`config.mk`:
```
export PLATFORM = sky130hd
export DESIGN_NAME = pwm_audio_dac
export DESIGN_NICKNAME = d
export VERILOG_FILES = /design/src/rtl/audio_pkg.sv /design/src/rtl/sample_fifo.sv /design/src/rtl/pwm_audio_dac.sv
export SDC_FILE = /design/constraint.sdc
export NUM_CORES = 1
export LEC_CHECK = 0
export ABC_AREA = 1
export CORE_ASPECT_RATIO = 1.25
export CORE_UTILIZATION = 42
export DETAILED_ROUTE_END_ITERATION = 10
export PLACE_DENSITY_LB_ADDON = 0.3
export SLEW_MARGIN = 20
export SYNTH_ARGS = -nofsm -noshare
export SYNTH_HDL_FRONTEND = slang
export SYNTH_SLANG_ARGS = --single-unit
```
`constraint.sdc`:
```
create_clock -name CLK -period 4.86 [get_ports CLK]
set_clock_uncertainty 0.2 [all_clocks]
set_input_delay 1.215 -clock CLK [delete_from_list [all_inputs] [get_ports CLK]]
set_output_delay 1.215 -clock CLK [all_outputs]
set_load 0.005 [all_outputs]
```
`src/rtl/audio_pkg.sv`:
```
// Shared definitions for the PWM audio output stage.
//   SAMPLE_W  : width of one audio sample
//   PWM_STEPS : PWM steps per output period, one sample per period
//   sample_t  : unsigned sample, 0 = minimum level, 255 = maximum level
//   PWM_LAST  : last step of a period; a tick on this step is the load point
package audio_pkg;

    localparam int SAMPLE_W  = 8;
    localparam int PWM_STEPS = 256;

    typedef logic [SAMPLE_W-1:0] sample_t;

    localparam sample_t PWM_LAST = sample_t'(PWM_STEPS - 1);

endpackage

```
`src/rtl/sample_fifo.sv`:
```
// Synchronous sample FIFO sitting between the upstream sample source and the
// PWM loader. Push and pop may occur in the same cycle.
// Ports:
//   CLK     : system clock, rising edge
//   RST     : synchronous active-high reset, discards all contents
//   push_i  : write data_i (ignored while full)
//   data_i  : sample to write
//   pop_i   : drop the head entry (ignored while empty)
//   data_o  : current head entry, valid while not empty
//   full_o  : no free entries
//   empty_o : no stored entries
//   count_o : current occupancy, 0..DEPTH
module sample_fifo
    import audio_pkg::*;
#(
    parameter int DEPTH = 4
) (
    input  logic                     CLK,
    input  logic                     RST,
    input  logic                     push_i,
    input  sample_t                  data_i,
    input  logic                     pop_i,
    output sample_t                  data_o,
    output logic                     full_o,
    output logic                     empty_o,
    output logic [$clog2(DEPTH):0]   count_o
);

    localparam int             AW       = $clog2(DEPTH);
    localparam logic [AW:0]    FULL_CNT = DEPTH[AW:0];

    sample_t           mem_q [DEPTH];
    logic [AW-1:0]     wr_ptr_q, wr_ptr_d;
    logic [AW-1:0]     rd_ptr_q, rd_ptr_d;
    logic [AW:0]       count_q,  count_d;
    logic              do_push, do_pop;

    assign full_o  = (count_q == FULL_CNT);
    assign empty_o = (count_q == '0);
    assign do_push = push_i && !full_o;
    assign do_pop  = pop_i && !empty_o;
    assign data_o  = mem_q[rd_ptr_q];
    assign count_o = count_q;

    // DEPTH is a power of two, so pointers wrap naturally.
    always_comb begin
        wr_ptr_d = wr_ptr_q;
        rd_ptr_d = rd_ptr_q;
        count_d  = count_q;
        if (do_push) wr_ptr_d = wr_ptr_q + 1'b1;
        if (do_pop)  rd_ptr_d = rd_ptr_q + 1'b1;
        if (do_push && !do_pop)      count_d = count_q + 1'b1;
        else if (!do_push && do_pop) count_d = count_q - 1'b1;
    end

    always_ff @(posedge CLK) begin
        if (RST) begin
            wr_ptr_q <= '0;
            rd_ptr_q <= '0;
            count_q  <= '0;
        end else begin
            wr_ptr_q <= wr_ptr_d;
            rd_ptr_q <= rd_ptr_d;
            count_q  <= count_d;
        end
    end

    // Storage needs no reset: an entry is only read after it has been written.
    always_ff @(posedge CLK) begin
        if (do_push) mem_q[wr_ptr_q] <= data_i;
    end

endmodule

```
`src/rtl/pwm_audio_dac.sv`:
```
// Streaming 8-bit PWM audio output stage. Samples arrive over valid/ready,
// are buffered in sample_fifo, and one sample is played per 256-step PWM
// period on audio_out. An empty FIFO at the load point holds the last sample
// and pulses underrun.
// Ports:
//   CLK           : system clock, rising edge
//   RST           : synchronous active-high reset
//   enable        : run PWM; low idles the output (FIFO still accepts)
//   s_data        : unsigned sample
//   s_valid       : s_data valid
//   s_ready       : FIFO not full; transfer on s_valid && s_ready
//   audio_out     : registered PWM output
//   sample_strobe : one-cycle pulse when a sample is popped into the player
//   underrun      : one-cycle pulse when a load is due but the FIFO is empty
//   fill          : current FIFO occupancy
module pwm_audio_dac
    import audio_pkg::*;
#(
    parameter int DIV        = 26,
    parameter int FIFO_DEPTH = 4
) (
    input  logic                          CLK,
    input  logic                          RST,
    input  logic                          enable,
    input  logic [SAMPLE_W-1:0]           s_data,
    input  logic                          s_valid,
    output logic                          s_ready,
    output logic                          audio_out,
    output logic                          sample_strobe,
    output logic                          underrun,
    output logic [$clog2(FIFO_DEPTH):0]   fill
);

    localparam int              DW       = $clog2(DIV);
    localparam int              DIV_M1   = DIV - 1;
    localparam logic [DW-1:0]   DIV_LAST = DIV_M1[DW-1:0];

    logic [DW-1:0] div_cnt_q,   div_cnt_d;
    sample_t       pwm_cnt_q,   pwm_cnt_d;
    sample_t       cur_q,       cur_d;
    logic          audio_out_q, audio_out_d;

    sample_t       fifo_head;
    logic          fifo_full, fifo_empty;
    logic          tick, load_pt, pop;

    sample_fifo #(
        .DEPTH (FIFO_DEPTH)
    ) u_fifo (
        .CLK     (CLK),
        .RST     (RST),
        .push_i  (s_valid),
        .data_i  (s_data),
        .pop_i   (pop),
        .data_o  (fifo_head),
        .full_o  (fifo_full),
        .empty_o (fifo_empty),
        .count_o (fill)
    );

    // Gating with RST keeps the combinational pulses quiet while in reset.
    assign tick          = enable && !RST && (div_cnt_q == DIV_LAST);
    assign load_pt       = tick && (pwm_cnt_q == PWM_LAST);
    assign pop           = load_pt && !fifo_empty;
    assign sample_strobe = pop;
    assign underrun      = load_pt && fifo_empty;
    assign s_ready       = !fifo_full;
    assign audio_out     = audio_out_q;

    // Idle parks pwm_cnt on the last step so the first tick after enable
    // rises is a load point.
    always_comb begin
        div_cnt_d   = div_cnt_q;
        pwm_cnt_d   = pwm_cnt_q;
        cur_d       = cur_q;
        audio_out_d = 1'b0;
        if (enable) begin
            div_cnt_d   = tick ? '0 : div_cnt_q + 1'b1;
            if (tick) pwm_cnt_d = pwm_cnt_q + 1'b1;
            if (pop)  cur_d     = fifo_head;
            audio_out_d = (cur_q > pwm_cnt_q);
        end else begin
            div_cnt_d = '0;
            pwm_cnt_d = PWM_LAST;
        end
    end

    always_ff @(posedge CLK) begin
        if (RST) begin
            div_cnt_q   <= '0;
            pwm_cnt_q   <= PWM_LAST;
            cur_q       <= '0;
            audio_out_q <= 1'b0;
        end else begin
            div_cnt_q   <= div_cnt_d;
            pwm_cnt_q   <= pwm_cnt_d;
            cur_q       <= cur_d;
            audio_out_q <= audio_out_d;
        end
    end

endmodule

```
==> summary.md, run 1 <==
| Metric | Value |
|---|---|
| Status | finished, final reports clean |
| Cell family with most CP delay | buffers and inverters |
| Synth Area per Inst | 8.64 sq um |
| I/O pin total | 19 |
| Port Buffers | 18 |
| Final hold violation count | 0 |
| Buffer levels on the longest clock path | 2 |
| Summed negative setup slack over all endpoints | 0 ps |
| Net total in the final layout | a little under 400 |
| Wire length per cell after detailed routing | 11.3 um |
| Synthesis warning total | 0 |
| Largest cells by area after synthesis | edfxtp_1 33%, dfxtp_1 20%, nand2_1 9.9% |
| Post-synth design cell area | 2960 sq um |
| Adder-cell share of the synthesized area | under 10% |
| Endpoint type of the worst setup path | output pin |
| Biggest fanout along the worst timing path | 7 |
| Cells along the critical path | clkdlybuf4s50_1, nor2_4, nand3_4, nor2_1, nand2_1, inv_1, clkdlybuf4s50_1 |
| Crit-path slowest cell | clkdlybuf4s50_1 |
| Number of standard cells after synthesis | 342 |
| Via-per-instance ratio | between 4 and 5 |
| Starting density of the core | 44.2% |
| Tmin final | 4270 ps |
| Setup violations, final | 0 |
| Fraction of post-synthesis cell area in the top cell type by area | 32.5% |
| Layout overhead on the synthesized area | 15.2% |
| Total routed wirelength | 5160 um |
| Total power draw | 1.11 mW |
| Critical Setup Path Class | in2out |
| Number of gates resized after CTS | 0 |
| Post-synthesis mux area share | 0% |
| Fillers | ~650 |
| Areal power density over the cells | around 330 nW/um^2 |
| Number of antenna diodes | 0 |
| Pin count of the biggest net entering global routing | 20 |
| Floorplan die width | 77.0 um |
| Remaining antenna violation count | 0 |
| Delay of the slowest cell on the worst path | 490 ps |
| RSZ-0062 raised after global routing | false |
| Max IR drop VDD | 0.000311 V |
| Worst setup slack after layout | approximately 590 ps |
| Worst setup slack after placement | 559 ps |
| Sinks on Clock Net | 61 |
| Global route total overflow | 0 |
| Rel. slew slack | around 45% |
| Die area | 7380 sq um |
| Synthesized-area fraction occupied by ao, oa, aoi and oai cells | 6.73% |
| Crit path top cell by count | clkdlybuf4s50_1 |
| Placeable core region | 6690 sq um |
| Violation count after the first detailed-routing iteration | 88 |
| Number of hold buffers added after CTS | 0 |
| Sequential share of the synthesized area | 52.2% |
| Share of post-route cells with drive strength above 1 | just over 8% |
| Vias post-DR | about 2200 |
| DIE HEIGHT | 95.8 um |
| Worst Max-Slew Pin Slew | 818 ps |
| H-tree depth | 3 |
| Critical path data required time | 3440 ps |
| First-pass detailed-route iteration total | 4 |
| Post-synth top area cell | edfxtp_1 |
| #FFs+latches synth | 61 |
| Hold slack | 265 ps |
| Yosys cell types | 28 |
| Detail Placement HPWL | 3730 um |
| Post-CTS Setup Bufs | 0 |
| Clock-pin slew on the worst setup and hold paths | ~70 ps |
| Placer congestion estimate | 0.848 |
| Via count of the first global-routing pass | 2021 |
| Leakage power figure | roughly 1.6 nW |
| Share of the clock period used by the worst path | 87.8% |
| Final routed DRC violation total | 0 |
| Cts bufs inserted | 9 |
| Most common library cell in the layout ignoring fill and taps | nand2_1 |
| Tot GR Track Use | between 15 and 20% |
| Cell at the root of the clock tree | clkbuf_8 |
| Post-synthesis share of cell area spent on xor and xnor gates | 1.19% |
| Net Count, Synth | 371 |
| Crit start category | input pin |
| First-pass GRT wire length | approximately 9000 um |
| Number of max-capacitance violations reported | 0 |
| Clk Latency, worst-skew pair | 350 ps |
| Class of the worst hold path | reg2reg |
| Buffers & Inverters on Critical Path | 3 |
| Max Transition Viols Final | 0 |
| Max Clk Rate | 234 MHz |
| Highest-count cells in the layout ignoring fill and taps | 78 x nand2_1, 67 x inv_1, 36 x nand3_1, 32 x edfxtp_1, 29 x dfxtp_1 |
| Largest family of logic cells by synthesized area | simple AND/OR/NAND/NOR gates |
| Number of antenna violations at the first check in global routing | 0 |
| Arrival time of data at the critical path endpoint | about 2900 ps |
| FP Rows | 33 |
| Post-synthesis share of cell area spent on and, or, nand and nor gates | between 20 and 25% |
| TritonCTS clock tree | built |
-- worst paths after layout --
check | cells after the start | slack [ps] | startpoint | endpoint
max | 7 | 590 | RST | sample_strobe
min | 2 | 270 | cur_q[0] | cur_q[0]
max reg2reg | 11 | 2430 | u_fifo.count_o[0] | u_fifo.count_o[2]
min reg2reg | 2 | 270 | cur_q[0] | cur_q[0]
-- worst min-delay path: stages (launching register included) --
cell,delay [ps]
dfxtp_1,310
nand2_1,60
a21oi_1,50
-- metal layers --
metal | up-vias | GRT usage, % | routed length [um]
met3 | 11 | 3.41 | 128
met5 | - | 0 | 0
met1 | 980 | 17.7 | 2320
met4 | 0 | 9.91 | 130
met2 | 25 | 28.5 | 2590
li1 | 1136 | - | -
-- area by class of cell --
cell class	instances	area (sq um)	area share, %
clock buffers	9	124	3.64
clock inverters	7	75.1	2.20
inverters	70	263	7.71
multi-input cells	204	1110	32.5
flip-flops and latches	61	1540	45.3
well taps	87	109	3.20
repair buffers	19	188	5.51
-- synth_stat cells --
cell,number
nand2_1,78
inv_1,67
nand3_1,36
edfxtp_1,32
dfxtp_1,29
a21oi_1,23
ha_1,16
nor2_1,16
o21ai_0,9
o21ai_1,5
nor2_2,4
buf_2,3
inv_2,3
nand2_2,3
buf_4,2
nor3_1,2
xnor2_1,2
xor2_1,2
buf_6,1
clkbuf_1,1
fa_1,1
nand3_2,1
nand3_4,1
nand4_1,1
nor2_4,1
nor2_8,1
o21a_1,1
o22ai_1,1
-- sequential cells by signal (all words and copies together), names as in the netlist --
| signal | flops |
|---|---|
| u_fifo.mem_q | 32 |
| cur_q | 8 |
| pwm_cnt_q | 8 |
| div_cnt_q | 5 |
| u_fifo.count_o | 3 |
| u_fifo.rd_ptr_q | 2 |
| u_fifo.wr_ptr_q | 2 |
| audio_out | 1 |
-- kinds of logic (layout without fill, tap and decap cells) --
logic type | after synthesis | after routing
buffers and inverters | 77 | 105
xor gates and xnor gates | 4 | 4
adders and majority gates | 17 | 17
and+or+nand+nor | 144 | 144
AOI/OAI and AO/OA | 39 | 39
DFF | 61 | 61
-- power by group --
group          switching, mW  total (mW)  internal, mW
logic                 0.0533      0.0864        0.0331
clock network          0.214       0.452         0.238
registers            0.00843       0.573         0.564
-- stage by stage --
step,cells,instance area [sq um],util (%)
finish,457,3410,50.9
global route,457,3410,50.9
CTS,457,3410,50.9
detailed placement,441,3210,47.9
global placement,441,3210,47.9
floorplan,342,2960,-
(Power assumes the default switching activity.)
==> inputs of run 2 (changes only) <==
--- a/config.mk
+++ b/config.mk
@@ -8,6 +8,7 @@
 export ABC_AREA = 1
 export CORE_ASPECT_RATIO = 1.25
 export CORE_UTILIZATION = 42
+export CTS_CLUSTER_SIZE = 30
 export DETAILED_ROUTE_END_ITERATION = 10
 export PLACE_DENSITY_LB_ADDON = 0.3
 export SLEW_MARGIN = 20
==> results of run 2 <==
Same layout as run 1: the final DEF is identical, and so are final timing and power.
==> inputs of run 3 (changes only) <==
--- a/config.mk
+++ b/config.mk
@@ -11,6 +11,7 @@
 export CTS_CLUSTER_SIZE = 30
 export DETAILED_ROUTE_END_ITERATION = 10
 export PLACE_DENSITY_LB_ADDON = 0.3
+export REMOVE_ABC_BUFFERS = 1
 export SLEW_MARGIN = 20
 export SYNTH_ARGS = -nofsm -noshare
 export SYNTH_HDL_FRONTEND = slang
==> constraint.sdc (replaced) <==
create_clock -name CLK -period 5.49 [get_ports CLK]
set_clock_uncertainty 0.2 [all_clocks]
set_input_delay 1.3725 -clock CLK [delete_from_list [all_inputs] [get_ports CLK]]
set_output_delay 1.3725 -clock CLK [all_outputs]
set_load 0.005 [all_outputs]
==> run 3 against run 2 <==
Net effect:
- critical path depth unchanged
- sequential share of layout area grew 0.32 points
- total power is 16% lower
- final cell count did not move
- via count is 0.93% lower
- combinational power down 13%
- hold slack got worse by 0.98 ps
- design area fell by 0.70%
- global-route usage decreased by 0.30 points
- routed wire length decreased by 0.87%
- critical endpoint unchanged
- largest cell class unchanged
==> summary.md, run 3 (synthesized netlist as in run 1, its figures left out) <==
| Metric | Value |
|---|---|
| Top register by number of flip-flops | u_fifo.mem_q |
| Port Buffers | 18 |
| Multi-input gate area in the final layout | 1110 sq um |
| Floorplan die width | roughly 77 um |
| Registers with the most flip-flops | u_fifo.mem_q: 32 flops, cur_q: 8 flops, pwm_cnt_q: 8 flops |
| Die area | 7380 sq um |
| RSZ-0062 raised after global routing | false |
| Endpoint type of the worst setup path | output pin |
| Number of antenna diodes | 0 |
| Cell at the root of the clock tree | clkbuf_8 |
| Starting density of the core | 44.2% |
| Rel. slew slack | ~48% |
| Share of the clock period used by the worst path | 84.5% |
| Via count of the first global-routing pass | 2019 |
| Summed negative setup slack over all endpoints | 0 ps |
| Launch point of the worst reg-to-reg path | pwm_cnt_q[3] |
| Violation count after the first detailed-routing iteration | 91 |
| Number of max-capacitance violations reported | 0 |
| Post-CTS Setup Bufs | 0 |
| Clock-pin slew on the worst setup and hold paths | 70 ps |
| I/O pin total | 19 |
| Worst setup path startpoint | RST |
| Sinks on Clock Net | 61 |
| Final routed DRC violation total | 0 |
| DIE HEIGHT | 95.8 um |
| First-pass detailed-route iteration total | 6 |
| Status | finished, final reports clean |
| Worst Max-Slew Pin Slew | about 780 ps |
| Net total in the final layout | ~390 |
| FP Rows | 33 |
| Source of the worst hold timing path | cur_q[0] |
| H-tree depth | 3 |
| Buffer levels on the longest clock path | 2 |
| Pin count of the biggest net entering global routing | 20 |
| Max Clk Rate | roughly 220 MHz |
| Global route total overflow | 0 |
| Setup violations, final | 0 |
| Vias post-DR | ~2100 |
| Max Transition Viols Final | 0 |
| Most common library cell in the layout ignoring fill and taps | nand2_1 |
| Tmin final | 4640 ps |
| Number of gates resized after CTS | 0 |
| R2R Path End | u_fifo.count_o[1] |
| First-pass GRT wire length | about 8900 um |
| Layout overhead on the synthesized area | 14.4% |
| Wire length per cell after detailed routing | 11.2 um |
| Detail Placement HPWL | approximately 3700 um |
| Area taken by flip-flops and latches | 1540 sq um |
| Total power draw | 0.931 mW |
| Max IR drop VDD | 0.000212 V |
| Highest-count cells in the layout ignoring fill and taps | 78 x nand2_1, 67 x inv_1, 36 x nand3_1, 32 x edfxtp_1, 29 x dfxtp_1 |
| Placer congestion estimate | 0.810 |
| Cts bufs inserted | 9 |
| Crit start category | input pin |
| Worst R2R Path Depth | 10 |
| Hold Path Stages | 2 |
| Biggest fanout along the worst timing path | 7 |
| Worst Hold Endpoint | cur_q[0] |
| Clk Latency, worst-skew pair | 330 ps |
| Number of flip-flops in the largest register | 32 |
| Via-per-instance ratio | 4.67 |
| Leakage power figure | 1.57 nW |
| Critical path data required time | 3920 ps |
| Fillers | 643 |
| Number of hold buffers added after CTS | 0 |
| Share of post-route cells with drive strength above 1 | approximately 8.1% |
| Placeable core region | 6690 sq um |
| TritonCTS clock tree | built |
| Remaining antenna violation count | 0 |
| Final hold violation count | 0 |
| Internal reg-to-reg setup slack | 3090 ps |
| Class of the worst hold path | reg2reg |
| Arrival time of data at the critical path endpoint | 3070 ps |
| Tot GR Track Use | 15.8% |
| Areal power density over the cells | 275 nW/um^2 |
| Total routed wirelength | 5120 um |
| Number of antenna violations at the first check in global routing | 0 |
| Critical Setup Path Class | in2out |
==> run 3: cell count changes in the layout (fill, tap and decap cells not counted), sizes merged <==
cell	before	now
bufinv	1	0
clkinv	3	2
clkinvlp	2	4
==> run 3: worst max-delay path: stages <==
cell and delay [ps]:
clkdlybuf4s50_1 490, nor2_4 250, nand3_4 160, nor2_1 140
nand2_1 80, inv_1 80, clkdlybuf4s50_1 490
==> run 3: how the worst max path moves through the flow <==
stage / to / slack [ps] / depth (start not counted)
2_1_floorplan: sample_strobe / 1940 / 6
4_1_cts: sample_strobe / 830 / 7
6_report: sample_strobe / 850 / 7
3_3_place_gp: sample_strobe / 850 / 7
5_1_grt: sample_strobe / 710 / 7
3_5_place_dp: sample_strobe / 830 / 7
==> run 3: through the flow <==
step / utilization (%) / area, sq um / hold slack [ps] / cells / setup WS, ps
final: 50.6 / 3380 / 264 / 457 / 849
after global routing: 50.6 / 3380 / 281 / 457 / 709
after CTS: 50.6 / 3380 / 267 / 457 / 829
after detailed placement: 47.9 / 3210 / 258 / 441 / 826
after global placement: 47.9 / 3210 / 249 / 441 / 852
after floorplan: - / 2910 / 233 / 335 / 1940
==> run 3: final cells by class <==
cell class	instances	share of cell area, %
Inverter	70	7.77
Tap cell	87	3.22
Clock buffer	9	3.66
Clock inverter	7	1.52
Multi-Input combinational cell	204	32.7
Timing Repair Buffer	19	5.55
Sequential cell	61	45.6
==> run 3: routing by layer <==
layer  up-vias  share of wire (%)  routed length, um  global-route usage, %
met5         -                  0                  0                      0
met4         0                1.8                 90                   7.23
met2        27                 49               2490                   27.3
met3         9                2.4                121                   4.17
li1       1136                  -                  -                      -
met1       960                 47               2420                   18.3
==> run 3: power by group <==
group / internal (mW) / switching, mW / total [mW]
combinational: 0.0291 / 0.0460 / 0.0751
clock: 0.164 / 0.185 / 0.348
sequential: 0.500 / 0.00764 / 0.507
total: 0.693 / 0.238 / 0.931
